## config.mk

```make
export PLATFORM = sky130hd
export DESIGN_NAME = med_stream_filt
export DESIGN_NICKNAME = d
export VERILOG_FILES = /design/src/rtl/med_pkg.sv /design/src/rtl/med_sort_net.sv /design/src/rtl/med_stream_filt.sv
export SDC_FILE = /design/constraint.sdc
export NUM_CORES = 1
export LEC_CHECK = 0
export CAP_MARGIN = 20
export CORE_MARGIN = 3
export CORE_UTILIZATION = 59
export DETAILED_ROUTE_END_ITERATION = 12
export GPL_TIMING_DRIVEN = 0
export PLACE_DENSITY = 0.8
export SYNTH_ARGS = -nofsm -noshare
export SYNTH_HDL_FRONTEND = slang
export SYNTH_SLANG_ARGS = --single-unit
```

## constraint.sdc

```tcl
create_clock -name clk -period 4.5 [get_ports clk]
set_clock_uncertainty 0.05 [all_clocks]
set_input_delay 0.45 -clock clk [delete_from_list [all_inputs] [get_ports clk]]
set_output_delay 0.45 -clock clk [all_outputs]
set_load 0.02 [all_outputs]
```

## src/rtl/med_pkg.sv

```systemverilog
// Shared definitions for the streaming median filter: window limits, FSM states and
// the half-span helper that sets the centre-tap offset in pixels.
package med_pkg;

  localparam int MAX_WIN = 7;

  typedef enum logic [1:0] {
    IDLE,
    RUN,
    FLUSH
  } state_t;

  // Distance in pixels from the centre tap to the outermost tap on one side.
  function automatic int half_span(input int win, input int stride);
    return ((win - 1) / 2) * stride;
  endfunction

endpackage

```

## src/rtl/med_sort_net.sv

```systemverilog
// Odd-even transposition sorter over WIN taps with a register after the first half of
// the rounds; the centre element of the sorted vector is the median.
module med_sort_net #(
  parameter int DATA_WIDTH = 8,
  parameter int WIN        = 3
) (
  input  logic                      clk,
  input  logic                      rst,
  input  logic                      en_i,
  input  logic [WIN*DATA_WIDTH-1:0] taps_i,
  output logic [DATA_WIDTH-1:0]     med_o
);

  localparam int MID = WIN / 2;

  logic [DATA_WIDTH-1:0] tap_w  [WIN];
  logic [DATA_WIDTH-1:0] pre_w  [WIN];
  logic [DATA_WIDTH-1:0] mid_q  [WIN];
  logic [DATA_WIDTH-1:0] post_w [WIN];

  generate
    for (genvar gi = 0; gi < WIN; gi++) begin : g_unpack
      assign tap_w[gi] = taps_i[gi*DATA_WIDTH +: DATA_WIDTH];
    end
  endgenerate

  // Rounds alternate between even and odd pairings; WIN rounds fully sort WIN values.
  always_comb begin
    logic [DATA_WIDTH-1:0] tmp;
    tmp   = '0;
    pre_w = tap_w;
    for (int r = 0; r < MID; r++) begin
      for (int i = r % 2; i + 1 < WIN; i += 2) begin
        if (pre_w[i] > pre_w[i+1]) begin
          tmp        = pre_w[i];
          pre_w[i]   = pre_w[i+1];
          pre_w[i+1] = tmp;
        end
      end
    end
  end

  always_ff @(posedge clk) begin
    if (rst) begin
      mid_q <= '{default: '0};
    end else if (en_i) begin
      mid_q <= pre_w;
    end
  end

  always_comb begin
    logic [DATA_WIDTH-1:0] tmp;
    tmp    = '0;
    post_w = mid_q;
    for (int r = MID; r < WIN; r++) begin
      for (int i = r % 2; i + 1 < WIN; i += 2) begin
        if (post_w[i] > post_w[i+1]) begin
          tmp         = post_w[i];
          post_w[i]   = post_w[i+1];
          post_w[i+1] = tmp;
        end
      end
    end
  end

  assign med_o = post_w[MID];

endmodule

```

## src/rtl/med_stream_filt.sv

```systemverilog
// Row-wise streaming median filter: D-deep shift buffer, line FSM and a two-stage
// sort/select pipeline shared by filtered and bypassed (border) pixels.
module med_stream_filt
  import med_pkg::*;
#(
  parameter int DATA_WIDTH = 8,
  parameter int WIN        = 3,
  parameter int STRIDE     = 1
) (
  input  logic                  clk,
  input  logic                  rst,
  input  logic                  in_valid,
  output logic                  in_ready,
  input  logic [DATA_WIDTH-1:0] in_data,
  input  logic                  in_sol,
  input  logic                  in_eol,
  output logic                  out_valid,
  input  logic                  out_ready,
  output logic [DATA_WIDTH-1:0] out_data,
  output logic                  out_sol,
  output logic                  out_eol,
  output logic                  err
);

  localparam int HS = half_span(WIN, STRIDE);
  localparam int D  = 2 * HS + 1;
  localparam int PW = $clog2(D + 1);
  localparam int IW = $clog2(D);
  localparam logic [PW-1:0] D_P = PW'(D);

  state_t                state_q, state_d;
  logic [PW-1:0]         pos_q, pos_d;
  logic [DATA_WIDTH-1:0] pix_q [D];
  logic [DATA_WIDTH-1:0] pix_d [D];
  logic [D-1:0]          vld_q, vld_d, sol_q, sol_d, eol_q, eol_d;
  logic                  err_q, err_d;

  logic                  emit, emit_byp, emit_sol, emit_eol;
  logic [DATA_WIDTH-1:0] emit_data;
  logic [IW-1:0]         fl_idx;

  logic                  s1_vld_q, s1_byp_q, s1_sol_q, s1_eol_q;
  logic [DATA_WIDTH-1:0] s1_data_q;
  logic                  out_valid_q, out_sol_q, out_eol_q;
  logic [DATA_WIDTH-1:0] out_data_q;

  logic                      advance, accept;
  logic [WIN*DATA_WIDTH-1:0] taps_w;
  logic [DATA_WIDTH-1:0]     med_w;

  assign advance  = out_ready | ~out_valid_q;
  assign in_ready = advance & (state_q != FLUSH) & ~rst;
  assign accept   = in_valid & in_ready;

  always_comb begin
    state_d   = state_q;
    pos_d     = pos_q;
    pix_d     = pix_q;
    vld_d     = vld_q;
    sol_d     = sol_q;
    eol_d     = eol_q;
    err_d     = err_q;
    emit      = 1'b0;
    emit_byp  = 1'b1;
    emit_data = '0;
    emit_sol  = 1'b0;
    emit_eol  = 1'b0;
    fl_idx    = '0;
    if (accept) begin
      if (!in_sol && state_q == IDLE) begin
        err_d = 1'b1;
      end else begin
        if (in_sol && state_q == RUN) err_d = 1'b1;
        // A new sol invalidates everything still buffered from an unfinished line.
        for (int i = D - 1; i >= 1; i--) begin
          pix_d[i] = pix_q[i-1];
          vld_d[i] = vld_q[i-1] & ~in_sol;
          sol_d[i] = sol_q[i-1];
          eol_d[i] = eol_q[i-1];
        end
        pix_d[0]  = in_data;
        vld_d[0]  = 1'b1;
        sol_d[0]  = in_sol;
        eol_d[0]  = in_eol;
        pos_d     = in_sol ? PW'(1) : ((pos_q == D_P) ? pos_q : pos_q + 1'b1);
        state_d   = in_eol ? FLUSH : RUN;
        emit      = vld_d[HS];
        emit_byp  = (pos_d != D_P);
        emit_data = pix_d[HS];
        emit_sol  = sol_d[HS];
        emit_eol  = eol_d[HS];
      end
    end else if (state_q == FLUSH && advance) begin
      // Oldest remaining pixel sits at the highest valid index below the centre.
      for (int i = 0; i < HS; i++) begin
        if (vld_q[i]) fl_idx = IW'(i);
      end
      emit          = 1'b1;
      emit_data     = pix_q[fl_idx];
      emit_sol      = sol_q[fl_idx];
      emit_eol      = eol_q[fl_idx];
      vld_d[fl_idx] = 1'b0;
      if (fl_idx == '0) begin
        state_d = IDLE;
        pos_d   = '0;
      end
    end
  end

  generate
    for (genvar gi = 0; gi < WIN; gi++) begin : g_taps
      assign taps_w[gi*DATA_WIDTH +: DATA_WIDTH] = pix_d[gi*STRIDE];
    end
  endgenerate

  med_sort_net #(
    .DATA_WIDTH(DATA_WIDTH),
    .WIN       (WIN)
  ) u_sort (
    .clk   (clk),
    .rst   (rst),
    .en_i  (advance),
    .taps_i(taps_w),
    .med_o (med_w)
  );

  always_ff @(posedge clk) begin
    if (rst) begin
      state_q     <= IDLE;
      pos_q       <= '0;
      pix_q       <= '{default: '0};
      vld_q       <= '0;
      sol_q       <= '0;
      eol_q       <= '0;
      err_q       <= 1'b0;
      s1_vld_q    <= 1'b0;
      s1_byp_q    <= 1'b0;
      s1_data_q   <= '0;
      s1_sol_q    <= 1'b0;
      s1_eol_q    <= 1'b0;
      out_valid_q <= 1'b0;
      out_data_q  <= '0;
      out_sol_q   <= 1'b0;
      out_eol_q   <= 1'b0;
    end else begin
      state_q <= state_d;
      pos_q   <= pos_d;
      pix_q   <= pix_d;
      vld_q   <= vld_d;
      sol_q   <= sol_d;
      eol_q   <= eol_d;
      err_q   <= err_d;
      if (advance) begin
        s1_vld_q    <= emit;
        s1_byp_q    <= emit_byp;
        s1_data_q   <= emit_data;
        s1_sol_q    <= emit_sol;
        s1_eol_q    <= emit_eol;
        out_valid_q <= s1_vld_q;
        out_data_q  <= s1_byp_q ? s1_data_q : med_w;
        out_sol_q   <= s1_vld_q & s1_sol_q;
        out_eol_q   <= s1_vld_q & s1_eol_q;
      end
    end
  end

  assign out_valid = out_valid_q;
  assign out_data  = out_data_q;
  assign out_sol   = out_sol_q;
  assign out_eol   = out_eol_q;
  assign err       = err_q;

endmodule

```

; After elaboration in Yosys (flattened, before gate mapping)
; Index checks and enable logic that the tools add are counted.
[totals]
inputBits = 14
ff_bits = 85
out_inout_bits = 13
wordCells = 108
[op_classes]
add_sub_neg = 1
n_eq_ne = 6
mux = 45
magnitude_cmp = 6
n_bitwise = 15
n_reduce_logical = 14
[ops]
columns = cell, count
row1 = 8-bit 2-to-1 mux, 7
row2 = 24-bit 2-to-1 mux, 2
row3 = 16-bit 2-to-1 mux, 2
row4 = 8-bit greater-than comparator, 3
row5 = 2-bit 2-to-1 mux, 11
row6 = 8-bit binary-select mux with 2-bit select, 1
row7 = 1-bit 2-to-1 mux, 16
row8 = 3-bit 2-to-1 mux, 3
row9 = 1-bit bitwise AND, 7
row10 = 2-bit != test (second input constant), 3
row11 = 2-bit AND reduction, 3
row12 = 2-bit nonzero test, 3
row13 = 1-bit binary-select mux with 2-bit select, 2
row14 = 2-bit equality test (second input constant), 2
row15 = 1-bit logical AND, 4
row16 = 2-bit logical NOT, 2
row17 = 1-bit NOT, 4
row18 = 3-bit bitwise AND, 1
row19 = 3-bit greater-or-equal comparator (second input constant), 1
row20 = 2-bit by 3-bit < comparator with 1-bit output (second input constant), 1
row21 = 2-bit NOT with 3-bit output, 1
row22 = 3-bit NOT, 1
row23 = 3-bit AND reduction, 1
row24 = 2-bit by 1-bit adder with 2-bit output (second input constant), 1
row25 = 5 further kinds, 5

; Depth between registers and ports, before layout
; Gate-level depths: netlist of the first run.
[logic_depth]
word_depth = 14
depth_mapped = 16
depth_no_buf = 14

; By module
; From an unflattened synthesis of the first run, not the netlist that was laid out.
[hier_totals]
cells_unflattened = 511
hier_area_um2 = 4391.7
[modules_own_cells]
columns = mod, n_inst, area_each_um2, seq_area_each_um2, cells_per_inst
row1 = med_stream_filt, 1, 2457.4, 1101.1, 270
row2 = med_sort_net, 1, 1934.4, 480.5, 241

; Least setup slack after synthesis of the first run
; OpenSTA, ideal clock, no wires.
[synth_path]
path_kind = input to register
startpoint = input out_ready
endpoint = register u_sort.mid_q[14] (netlist bit)
path_slack_ps = 1049
path_stages = 15
required_ps = 4381
path_buffers = 3
arrival_ps = 3332
setup_ps = 69
path_cell_list = nand2b_4 nand2b_4 or3b_1 buf_6 buf_8 mux2i_2 inv_1 ha_1 nor2b_1 o211ai_1 a21oi_1 o21ai_1 buf_2 mux2_2 o21ai_1
[synth_rtl]
columns = item, line
row1 = from (decl), med_stream_filt.sv:18  ; input logic out_ready,
row2 = to (signal assigned), med_sort_net.sv:47  ; mid_q <= pre_w;
row3 = to (decl), med_sort_net.sv:18  ; logic [DATA_WIDTH-1:0] mid_q [WIN];

==> summary.txt, run 1 <==
Routing
  – Initial DRC count: 246
  – Post-route DRC: 0
  – Drt pass-1 iters: 5
  – Vias: 3425
  – Via density: 6.12
  – Detail Route Antenna Nets: 0
  – WL final: 9.52 mm
  – Drt wl/cell: 17.0 um

Die
  – Die Wd: 88.3 um
  – Row count: 29
  – Starting density of the core: 61.9%
  – I/O pin total: 27
  – Die Ht: 88.3 um
  – DIE AREA: 7800 um2
  – CORE AREA: 6460 um2

Power
  – Seq pwr share: 46.2%
  – Comb pwr share: 17.5%
  – Peak VDD IR: 249 uV
  – Clk network pwr share: 36.3%
  – Sw frac: 27.9%
  – Net Sw Power: 441 uW
  – Static leakage: 0.00185 uW
  – Power Internal: 1140 uW
  – Power, Total: 1580 uW
  – Power density over the cells: 346 nW/um2

Global routing
  – Initial antenna violation count: 0
  – Vias in the first global route: 3138
  – Grt total ovfl: 0
  – GRT Util Overall: 25.9%
  – Largest net degree at the start of global routing: 14
  – First-pass GRT wire length: 15.5 mm

CTS
  – Root buffer cell: clkbuf_8
  – Num CTS Buffers: 9
  – Bufs on Longest Clock Path: 2
  – Worst-path clk slew: 80 ps
  – CTS Sinks: 79
  – Clk Latency, worst-skew pair: 350 ps
  – CTS Hold Bufs: 0
  – Postcts setup bufs: 0
  – H-tree levels: 3
  – CTS tree: built

Yosys
  – Synthesized cell area: 4000 um2
  – Post-synth ARST share: 0%
  – Number of synthesized flops with an enable pin: 0
  – Syn Inst Count: 441
  – Syn_area_per_cell: 9.06 um2
  – Synth Warn #: 0
  – Yosys reg bits: 79
  – Synth Net Count: 479
  – Netlist cell types: 41
  – Seq/Total Area, Yosys: 39.6%
  – Top FF cell, synth: dfxtp_1

Timing
  – Worst hold slack: 406 ps
  – # setup viols final: 0
  – Hold Vio Cnt, Final: 0
  – Setup TNS: 0 ps
  – Max Fclk: 242 MHz
  – Pins Over Slew Limit: 0
  – Fin crit period: 4140 ps
  – Rel. slew slack: 51.3%
  – RSZ-0062 raised after global routing: false
  – Part of the cycle the worst path needs: 91.9%
  – Least-Margin Pin Slew: 728 ps

Setup path
  – Crit end category: register
  – Top cell by count, worst path: o21ai_1
  – Critical Path Start: rst
  – Crit path required time: 4730 ps
  – CP Cell Sequence: clkdlybuf4s50_1 > nand2b_4 > or3b_1 > buf_6 > buf_8 > mux2i_2 > inv_1 > ha_1 > nor2b_1 > o211ai_1 > a21oi_1 > o21ai_1 > buf_2 > mux2_1 > o21ai_1
  – Crit path DAT: 4360 ps
  – Bufs and invs on worst path: 5
  – Reg-to-Reg End: out_data[5]
  – Worst R2R Path Depth: 16
  – Worst R2R Setup Slack: 460 ps
  – Startpoint types: input port
  – CP max-delay cell: clkdlybuf4s50_1
  – CP delay by family, top: buffers and inverters
  – Crit-path max cell delay: 540 ps
  – Crit-path max FO: 10
  – Worst reg2reg startpoint: u_sort.mid_q[5]
  – Crit path kind: in2reg

Min path
  – Hold Crit Start: out_eol
  – Worst hold path type: reg2reg
  – Hold Path End: out_eol
  – Min-Delay Path Depth: 2

Final layout
  – Final non-filler cell total: 560
  – Layout cells sized above 1: 10.8%
  – Nets: 516
  – ANT cells: 0
  – Syn-to-layout area delta: 14.4%
  – Fin util: 70.8%

Placement
  – Dpl cells: 544
  – RePlAce Congestion: 0.963
  – DP HPWL: 7.36 mm
  – PortBufs: 26

Outcome
  – Status: finished, final reports clean

Flow run
  – Number of max-cap violations: 0
==> cells in the final DEF (no fill, tap or decap), types with 8 or more instances in the layout <==
| master | instances |
|---|---|
| a211oi_1 | 27 |
| nor2_1 | 71 |
| a221oi_1 | 8 |
| clkdlybuf4s50_1 | 26 |
| clkbuf_8 | 9 |
| mux2i_2 | 10 |
| clkbuf_1 | 20 |
| a22oi_1 | 10 |
| nand3b_1 | 14 |
| mux2_2 | 11 |
| a21oi_1 | 17 |
| a32oi_1 | 9 |
| inv_1 | 20 |
| o21ai_1 | 25 |
| nor2b_1 | 11 |
| nand4_1 | 13 |
| nand2_1 | 17 |
| ha_1 | 24 |
| dfxtp_1 | 79 |
| mux2i_1 | 14 |
==> area by class of cell <==
type                    instances  area (um2)
repair buffers                 26         260
flip-flops and latches         79        1580
well taps                      77        96.3
inverters                      21        78.8
multi-input cells             315        2200
fillers                       527        1890
plain buffers                  26         135
clock buffers                  11         131
clock inverters                 5        82.6
==> sequential cells by signal (all words and copies together), names as in the netlist, 2 cells and up <==
name,count
s1_data_q,8
u_sort.mid_q,24
state_q,2
pix_q,24
pos_q,2
out_data,8
==> synth_stat cells (all sizes together) (10+ instances only) <==
cell type	n	area share, %
clkbuf	18	1.7
a21oi	17	2.1
nand4	14	2.3
nand3b	14	2.6
ha	24	7.5
mux2i	24	7.0
nor2	71	6.7
dfxtp	79	40
a211oi	27	5.1
nand2	18	1.8
inv	21	2.0
mux2	16	4.5
nor2b	11	1.7
o21ai	27	3.4
a22oi	10	1.9
==> per-stage QoR <==
stage	worst slack (ps)	instance area [um2]
floorplan	1050	4000
detailed placement	52.6	4350
global route	114	4570
global placement	126	4350
CTS	352	4570
finish	364	4570
==> cells by family (layout without fill, tap and decap cells) <==
family                     Yosys count  count (layout)  synth area share, %
and+or+nand+nor                    142             142                 17.6
AOI/OAI and AO/OA                  108             108                 18.2
DFF                                 79              79                 39.6
buffers and inverters               47              89                 5.35
muxes                               40              40                 11.5
adders and majority gates           24              24                 7.52
xor gates and xnor gates             1               1                0.219
==> worst max-delay path by stage <==
stage,end,slack [ps],cells after the start
finish,u_sort.mid_q[13],360,15
global route,out_data[5],110,16
CTS,out_data[1],350,15
detailed placement,u_sort.mid_q[17],50,15
global placement,u_sort.mid_q[21],130,15
floorplan,u_sort.mid_q[14],1050,15
==> power by group through the flow <==
stage	Sequential [uW]	Clock, uW	Combinational [uW]
6_report	730	574	277
3_3_place_gp	746	0	262
3_5_place_dp	747	0	270
4_1_cts	730	580	271
2_1_floorplan	745	0	195
5_1_grt	732	606	301
==> worst register-to-register path: stages, from the launching register on <==
cell and delay [ps]:
dfxtp_1 340, inv_1 80, ha_1 330, a211o_1 270, o211ai_1 270, nor2b_1 200
clkbuf_1 300, a211oi_1 160, or2_2 320, ha_1 270, nand4_1 120, nor2_1 70
a211oi_1 310, o21ba_2 180, buf_1 270, a221oi_1 160, a211oi_1 250
==> per-layer routing <==
metal | global-route usage, % | routed length, um | vias up
met1 | 34.9 | 4460 | 1610
met5 | 0 | 0 | -
met4 | 9.62 | 208 | 0
met2 | 41.3 | 4440 | 107
li1 | - | - | 1690
met3 | 5.21 | 410 | 18
==> repair_timing <==
action | in CTS | in global routing
endpoints found under the setup margin | 0 | 1
resized for setup | 0 | 1
endpoints found under the hold margin | 0 | 0
No activity file was read; power rests on OpenSTA's default activity.
==> inputs of run 2 (changes only) <==
--- a/config.mk
+++ b/config.mk
@@ -9,6 +9,7 @@
 export CORE_MARGIN = 3
-export CORE_UTILIZATION = 59
+export CORE_UTILIZATION = 61
+export CTS_BUF_LIST = sky130_fd_sc_hd__clkbuf_8
 export DETAILED_ROUTE_END_ITERATION = 12
 export GPL_TIMING_DRIVEN = 0
-export PLACE_DENSITY = 0.8
+export PLACE_DENSITY = 0.82
 export SYNTH_ARGS = -nofsm -noshare
--- a/constraint.sdc
+++ b/constraint.sdc
@@ -4,2 +4,2 @@
 set_output_delay 0.45 -clock clk [all_outputs]
-set_load 0.02 [all_outputs]
+set_load 0.01 [all_outputs]
==> run 2 against run 1 <==
  * Combinational power hardly changed
  * Routed wire length is 0.81% higher
  * Cell count is 0.54% lower
  * Cell area is 0.96% lower
  * Core utilization is 3.1 points higher
  * Largest power group unchanged
==> summary.txt, run 2 (synthesis gave the netlist of run 1 again) <==
Final layout
  – Layout cells sized above 1: 11.0% (+0.23 points)
  – Nets: 516 (unchanged)
  – ANT cells: 0 (unchanged)
  – Filler Cell Count: 474 (-10%)
  – Fin util: 73.8% (+3.1 points)
  – Most frequent cells in the layout: dfxtp_1, nor2_1, a211oi_1
  – Syn-to-layout area delta: 13.3%
  – Biggest regs: pix_q (24), u_sort.mid_q (24)
  – Most common cell after layout, fill and taps aside: dfxtp_1

Setup path
  – Crit path DAT: 4450 ps (+90 ps)
  – Crit-path max FO: 10 (unchanged)
  – Crit end category: register
  – Crit path required time: 4720 ps (about the same)
  – Worst R2R Setup Slack: 410 ps (-50 ps)
  – Crit path kind: in2reg
  – Startpoint types: input port

Power
  – Power density over the cells: 326 nW/um2 (-5.7%)
  – Net Sw Power: 439 uW (-0.40%)
  – Comb pwr share: 18.6% (+1.1 points)
  – Sw frac: 29.7% (+1.9 points)
  – Static leakage: 0.00182 uW (-1.7%)
  – Seq pwr share: 49.5% (+3.3 points)
  – Power Internal: 1040 uW (-9.0%)
  – Clk network pwr share: 31.9% (-4.4 points)
  – Peak VDD IR: 258 uV (+3.5%)

Global routing
  – GRT Util Overall: 27.6% (+1.7 points)
  – First-pass GRT wire length: 16.1 mm (+4.2%)
  – Vias in the first global route: 3222 (+2.7%)
  – Initial antenna violation count: 0 (unchanged)
  – Grt total ovfl: 0 (unchanged)
  – Largest net degree at the start of global routing: 14 (unchanged)

Outcome
  – Status: finished, final reports clean

Routing
  – Detail Route Antenna Nets: 0 (unchanged)
  – Vias: 3425 (unchanged)
  – Via density: 6.15 (+0.54%)
  – Post-route DRC: 0 (unchanged)
  – Drt wl/cell: 17.2 um (+1.4%)
  – WL final: 9.59 mm (+0.81%)
  – Initial DRC count: 275 (+12%)
  – Drt pass-1 iters: 6 (+1)

Placement
  – RePlAce Congestion: 0.883 (-8.4%)
  – PortBufs: 26 (unchanged)
  – DP HPWL: 7.47 mm (+1.5%)

Timing
  – Fin crit period: 4220 ps (+88.5 ps)
  – RSZ-0062 raised after global routing: false
  – Hold Vio Cnt, Final: 0 (unchanged)
  – # setup viols final: 0 (unchanged)
  – Max Fclk: 237 MHz (-2.1%)
  – Pins Over Slew Limit: 0 (unchanged)
  – Least-Margin Pin Slew: 731 ps (+3.12 ps)
  – Rel. slew slack: 51.0% (-0.32 points)
  – Part of the cycle the worst path needs: 93.9% (+2.0 points)
  – Setup TNS: 0 ps (unchanged)

Die
  – I/O pin total: 27 (unchanged)
  – Row count: 28 (-3.4%)
  – Starting density of the core: 65.2% (+3.3 points)
  – CORE AREA: 6130 um2 (-5.1%)
  – DIE AREA: 7560 um2 (-3.1%)
  – Die Wd: 86.9 um (-1.5%)
  – Die Ht: 86.9 um (-1.5%)

CTS
  – Num CTS Buffers: 9 (unchanged)
  – Clk Latency, worst-skew pair: 350 ps (about the same)
  – Worst-path clk slew: 80 ps (about the same)
  – H-tree levels: 3 (unchanged)
  – CTS tree: built
  – Root buffer cell: clkbuf_8
  – CTS Hold Bufs: 0 (unchanged)
  – Bufs on Longest Clock Path: 2 (unchanged)
  – CTS Sinks: 79 (unchanged)

Min path
  – Worst hold path type: reg2reg

Flow run
  – Number of max-cap violations: 0 (unchanged)
==> run 2: changes by cell type in the layout (fill, tap and decap cells not counted), sizes merged <==
| cell | previous run | this run |
|---|---|---|
| clkinvlp | 0 | 4 |
| bufinv | 2 | 0 |
| clkinv | 3 | 1 |
| clkbuf | 29 | 28 |
==> run 2: repair_timing <==
item | 4_1_cts | 5_1_grt
setup buffers | 0 | 0
gates resized for setup | 0 | 1
endpoints found under the setup margin | 0 | 2
==> run 2: stage by stage <==
step / total power [uW] / worst slack, ps / area (um2) / hold WS (ps) / cells
finish: 1480 / 276 / 4530 / 402 / 557
global route: 1540 / 86.0 / 4530 / 435 / 557
CTS: 1470 / 335 / 4520 / 405 / 557
detailed placement: 1020 / 45.0 / 4350 / 393 / 542
global placement: 1010 / 122 / 4350 / 386 / 542
floorplan: 938 / 1050 / 4000 / 383 / 441
==> run 2: path summary, 6_finish.rpt <==
kind	start	endpoint	cells after the start
worst min register to register	out_sol	out_sol	2
worst max register to register	u_sort.mid_q[5]	out_data[5]	16
worst max-delay path	rst	u_sort.mid_q[17]	15
worst min-delay path	out_sol	out_sol	2
==> run 2: layout make-up <==
class / instances / area [um2] / share of cell area (%)
multi-input cells: 315 / 2200 / 48.7
flip-flops and latches: 79 / 1580 / 34.9
repair buffers: 26 / 260 / 5.75
clock buffers: 10 / 138 / 3.04
plain buffers: 26 / 135 / 2.99
well taps: 75 / 93.8 / 2.07
inverters: 21 / 78.8 / 1.74
clock inverters: 5 / 35.0 / 0.774
==> run 2: worst max-delay path, cell delays in order <==
cell and delay (ps):
clkdlybuf4s50_1 530, nand2b_4 250, or3b_1 370, buf_6 160, buf_8 160, mux2i_2 290, inv_1 80, ha_1 310
nor2b_1 140, o211ai_1 170, a21oi_1 80, o21ai_1 580, buf_2 370, mux2_2 380, o21ai_1 120
==> run 2: power groups by stage <==
stage	sequential (uW)	clock [uW]	combinational, uW
after CTS	731	470	270
after floorplan	743	0	195
after global routing	733	504	301
final	731	470	275
after global placement	747	0	260
after detailed placement	748	0	268
==> run 2: routing by layer <==
layer  part of all wire (%)  vias to the layer above  global-route usage [%]
met5                      0                        -                       0
met4                    1.9                        0                    8.64
met3                    5.5                       20                    6.15
met2                     47                      107                    43.6
met1                     46                     1620                    37.7
li1                       -                     1678                       -
==> inputs of run 3 (changes only) <==
- clock period: 4.5 -> 4.45 ns (I/O delays scaled with it)
==> results of run 3 <==
The final DEF is identical to that of run 2. Status: finished, final reports clean.
Among the figures that moved: setup slack after placement 45.0 ps -> 0.0293 ps; setup slack after layout 276 ps -> 231 ps; register-to-register setup slack 410 ps -> 360 ps; total power 1480 uW -> 1490 uW; worst IR drop on VDD 258 uV -> 261 uV
==> RTL change (settings of run 2) <==
Make the reset (`rst`) asynchronous in 2 clocked blocks.
--- a/src/rtl/med_sort_net.sv
+++ b/src/rtl/med_sort_net.sv
@@ -40,7 +40,7 @@
     end
   end
 
-  always_ff @(posedge clk) begin
+  always_ff @(posedge clk or posedge rst) begin
     if (rst) begin
       mid_q <= '{default: '0};
     end else if (en_i) begin
--- a/src/rtl/med_stream_filt.sv
+++ b/src/rtl/med_stream_filt.sv
@@ -124,7 +124,7 @@
     .med_o (med_w)
   );
 
-  always_ff @(posedge clk) begin
+  always_ff @(posedge clk or posedge rst) begin
     if (rst) begin
       state_q     <= IDLE;
       pos_q       <= '0;
Formal check against the unedited RTL: differs if rst is asserted again (counterexample within 4 cycles, from zero or initial values and one cycle with rst high); with rst held inactive, the same outputs for 4 cycles.
==> RTL change against run 2 <==
Design area grew 3.2%. First-iteration DRC count decreased by 19%. Non-clock buffer count is 6 lower. Routed wire length fell by 1.5%. Sequential cell count stayed put. Area after synthesis rose by 1.4%. Register-to-register slack better by 500 ps. Setup slack better by 220 ps. Synthesized cell count down 14%. Die area increased by 1.3%. Highest routed layer unchanged.
Power is not compared: it rests on default switching activity, and its combinational part moved more than twofold at a synthesized area within 25%.
==> RTL change: results (changes against run 2) <==
Status
  • Status: finished, final reports clean

Clock tree
  • PostCTS Resize Cnt: 0 (unchanged)
  • Clk pin slew, worst setup/hold paths: 80 ps (about the same)
  • CTS Buf Count: 9 (unchanged)
  • H-Tree Depth: 3 (unchanged)
  • Clk_lat worst skew: 360 ps
  • CTS Buffer Depth: 2 (unchanged)
  • Clock Root Buffer: clkbuf_8

Timing
  • Slew margin rel.: 0.635 (+0.125)
  • Hold slack: 276 ps (-126 ps)
  • Slew Viols, Final: 0 (unchanged)

Yosys
  • Synth Area in XOR/XNOR: 0.00216 (-0.0000305)
  • Synthesis Warnings: 0 (unchanged)
  • Synth top cells by count: dfrtp_1 (79), a21oi_1 (38), inv_1 (31), nor2_1 (29), ha_1 (24)
  • Library cells used by synthesis: 48 (+17%)
  • Sequential area share after synthesis: 0.488 (+0.0921)
  • Post-synthesis mux area share: 0.112 (-0.00283)
  • Top cells by area, synth: dfrtp_1 (49%), ha_1 (7.4%), mux2_2 (5.8%), a21oi_1 (4.7%), inv_1 (2.9%)
  • Post-synth ARST share: 1.00 (+1.00)
  • Synth Area in Adders: 0.0741 (-0.00104)
  • Post-Syn Nets: 418 (-13%)
  • Synth Area in Compound Gates: 0.172 (-0.0106)

Placement
  • Port Buffer Count: 25 (-3.8%)
  • RePlAce Congestion: 0.904 (+2.5%)
  • Detailed Place HPWL: 6940 um (-7.1%)
  • Placement Setup Slack: -184 ps (-229 ps)

Worst setup path
  • R2R cell count: 12 (-4)
  • Worst path required time: 4720 ps (about the same)
  • R2R Setup Slk: 910 ps (+500 ps)
  • Critical R2R Launch: u_sort.mid_q[13]$_DFFE_PP0N_
  • Largest fanout on the critical path: 27 (+17)
  • Reg-to-Reg End: out_data[4]$_DFFE_PP0N_

Power and ir drop
  • Leakage: 2.22 nW
  • Total design power: 4.08 mW
  • VDD IR max: 0.651 mV

Detailed routing
  • Wirelength per Cell: 18.8 um (+9.3%)
  • Vias per cell: 6.13 (-0.29%)
  • DRC: 0 (unchanged)
  • Drt pass-1 iters: 5 (-1)
  • Iteration-0 DRC Markers: 223 (-19%)

Global routing
  • Initial antenna violation count: 0 (unchanged)
  • First-pass GRT wire length: 15600 um (-3.2%)
  • Overall routing resource usage: 0.275 (-0.00151)
  • Pin count of the biggest net entering global routing: 39 (+25)
  • Vias in the first global route: 3034 (-5.8%)

Layout
  • Layout cells sized above 1: 0.139 (+0.0289)
  • Final #Nets: 458 (-11%)
  • ANT cells: 0 (unchanged)
  • Regs by FF count: pix_q x24, u_sort.mid_q x24

Run
  • MaxCap Viol Count: 0 (unchanged)

Worst hold path
  • Worst hold path type: input pin to async pin
RTL change: worst max-delay path: stages:
cell and delay [ps]:
clkdlybuf4s50_1 510, clkinvlp_4 140, buf_12 190, and3_4 180
nand2b_2 70, buf_6 110, buf_12 150, mux2i_1 280
inv_1 90, ha_1 320, nor2b_1 140, o211ai_1 150
a21oi_1 90, o21ai_2 400, buf_2 360, mux2_2 390
a21oi_1 180
RTL change: cell type report:
cell class | instances | area, um^2
buffer | 17 | 100
clock buffer | 9 | 124
clock inverter | 7 | 88.8
fill | 464 | 1720
inverter | 31 | 120
multi-input combinational | 253 | 1860
sequential | 79 | 1980
tap | 77 | 96.3
timing repair buffer | 29 | 305
RTL change: cells by family after synthesis:
logic type	after synthesis
simple gates	82
compound gates	106
buf+inv	48
xor+xnor	1
fa+ha+maj	24
flops	79
mux	40
RTL change: where the power goes:
group	switching (mW)	internal (mW)	leakage, nW
clock	0.262	0.308	0.106
sequential	0.245	1.05	0.972
combinational	1.24	0.979	1.14
total	1.75	2.34	2.22
RTL change: through the flow:
| stage | instances | area [um^2] | TNS [ps] |
|---|---|---|---|
| 6_report | 502 | 4670 | 0 |
| 5_1_grt | 502 | 4670 | 0 |
| 4_1_cts | 500 | 4650 | 0 |
| 3_5_place_dp | 484 | 4440 | -1620 |
| 3_3_place_gp | 482 | 4400 | -17490 |
| 2_1_floorplan | 380 | 4060 | 0 |
RTL change: repair_timing:
action	in CTS	in global routing
endpoints found under the setup margin	0	10
setup buffers	0	2
hold buffers	0	0
RTL change: per-layer routing:
| layer | routed length (um) | track usage | vias up | part of all wire |
|---|---|---|---|---|
| li1 | - | - | 1440 | - |
| met1 | 4270 | 0.389 | 1530 | 0.45 |
| met2 | 4470 | 0.427 | 93 | 0.47 |
| met3 | 542 | 0.0568 | 15 | 0.057 |
| met4 | 163 | 0.0865 | 0 | 0.017 |
| met5 | 0 | 0 | - | 0 |
RTL change: worst max path at each step:
stage	start	end	slack, ps	cells past startpoint
final	rst	u_sort.mid_q[9]$_DFFE_PP0N_	500	17
after global placement	rst	u_sort.mid_q[23]$_DFFE_PP0N_	-1210	16
after global routing	rst	u_sort.mid_q[18]$_DFFE_PP0N_	240	17
after CTS	rst	u_sort.mid_q[9]$_DFFE_PP0N_	90	17
after floorplan	rst	u_sort.mid_q[10]$_DFFE_PP0N_	110	15
after detailed placement	rst	u_sort.mid_q[9]$_DFFE_PP0N_	-180	17
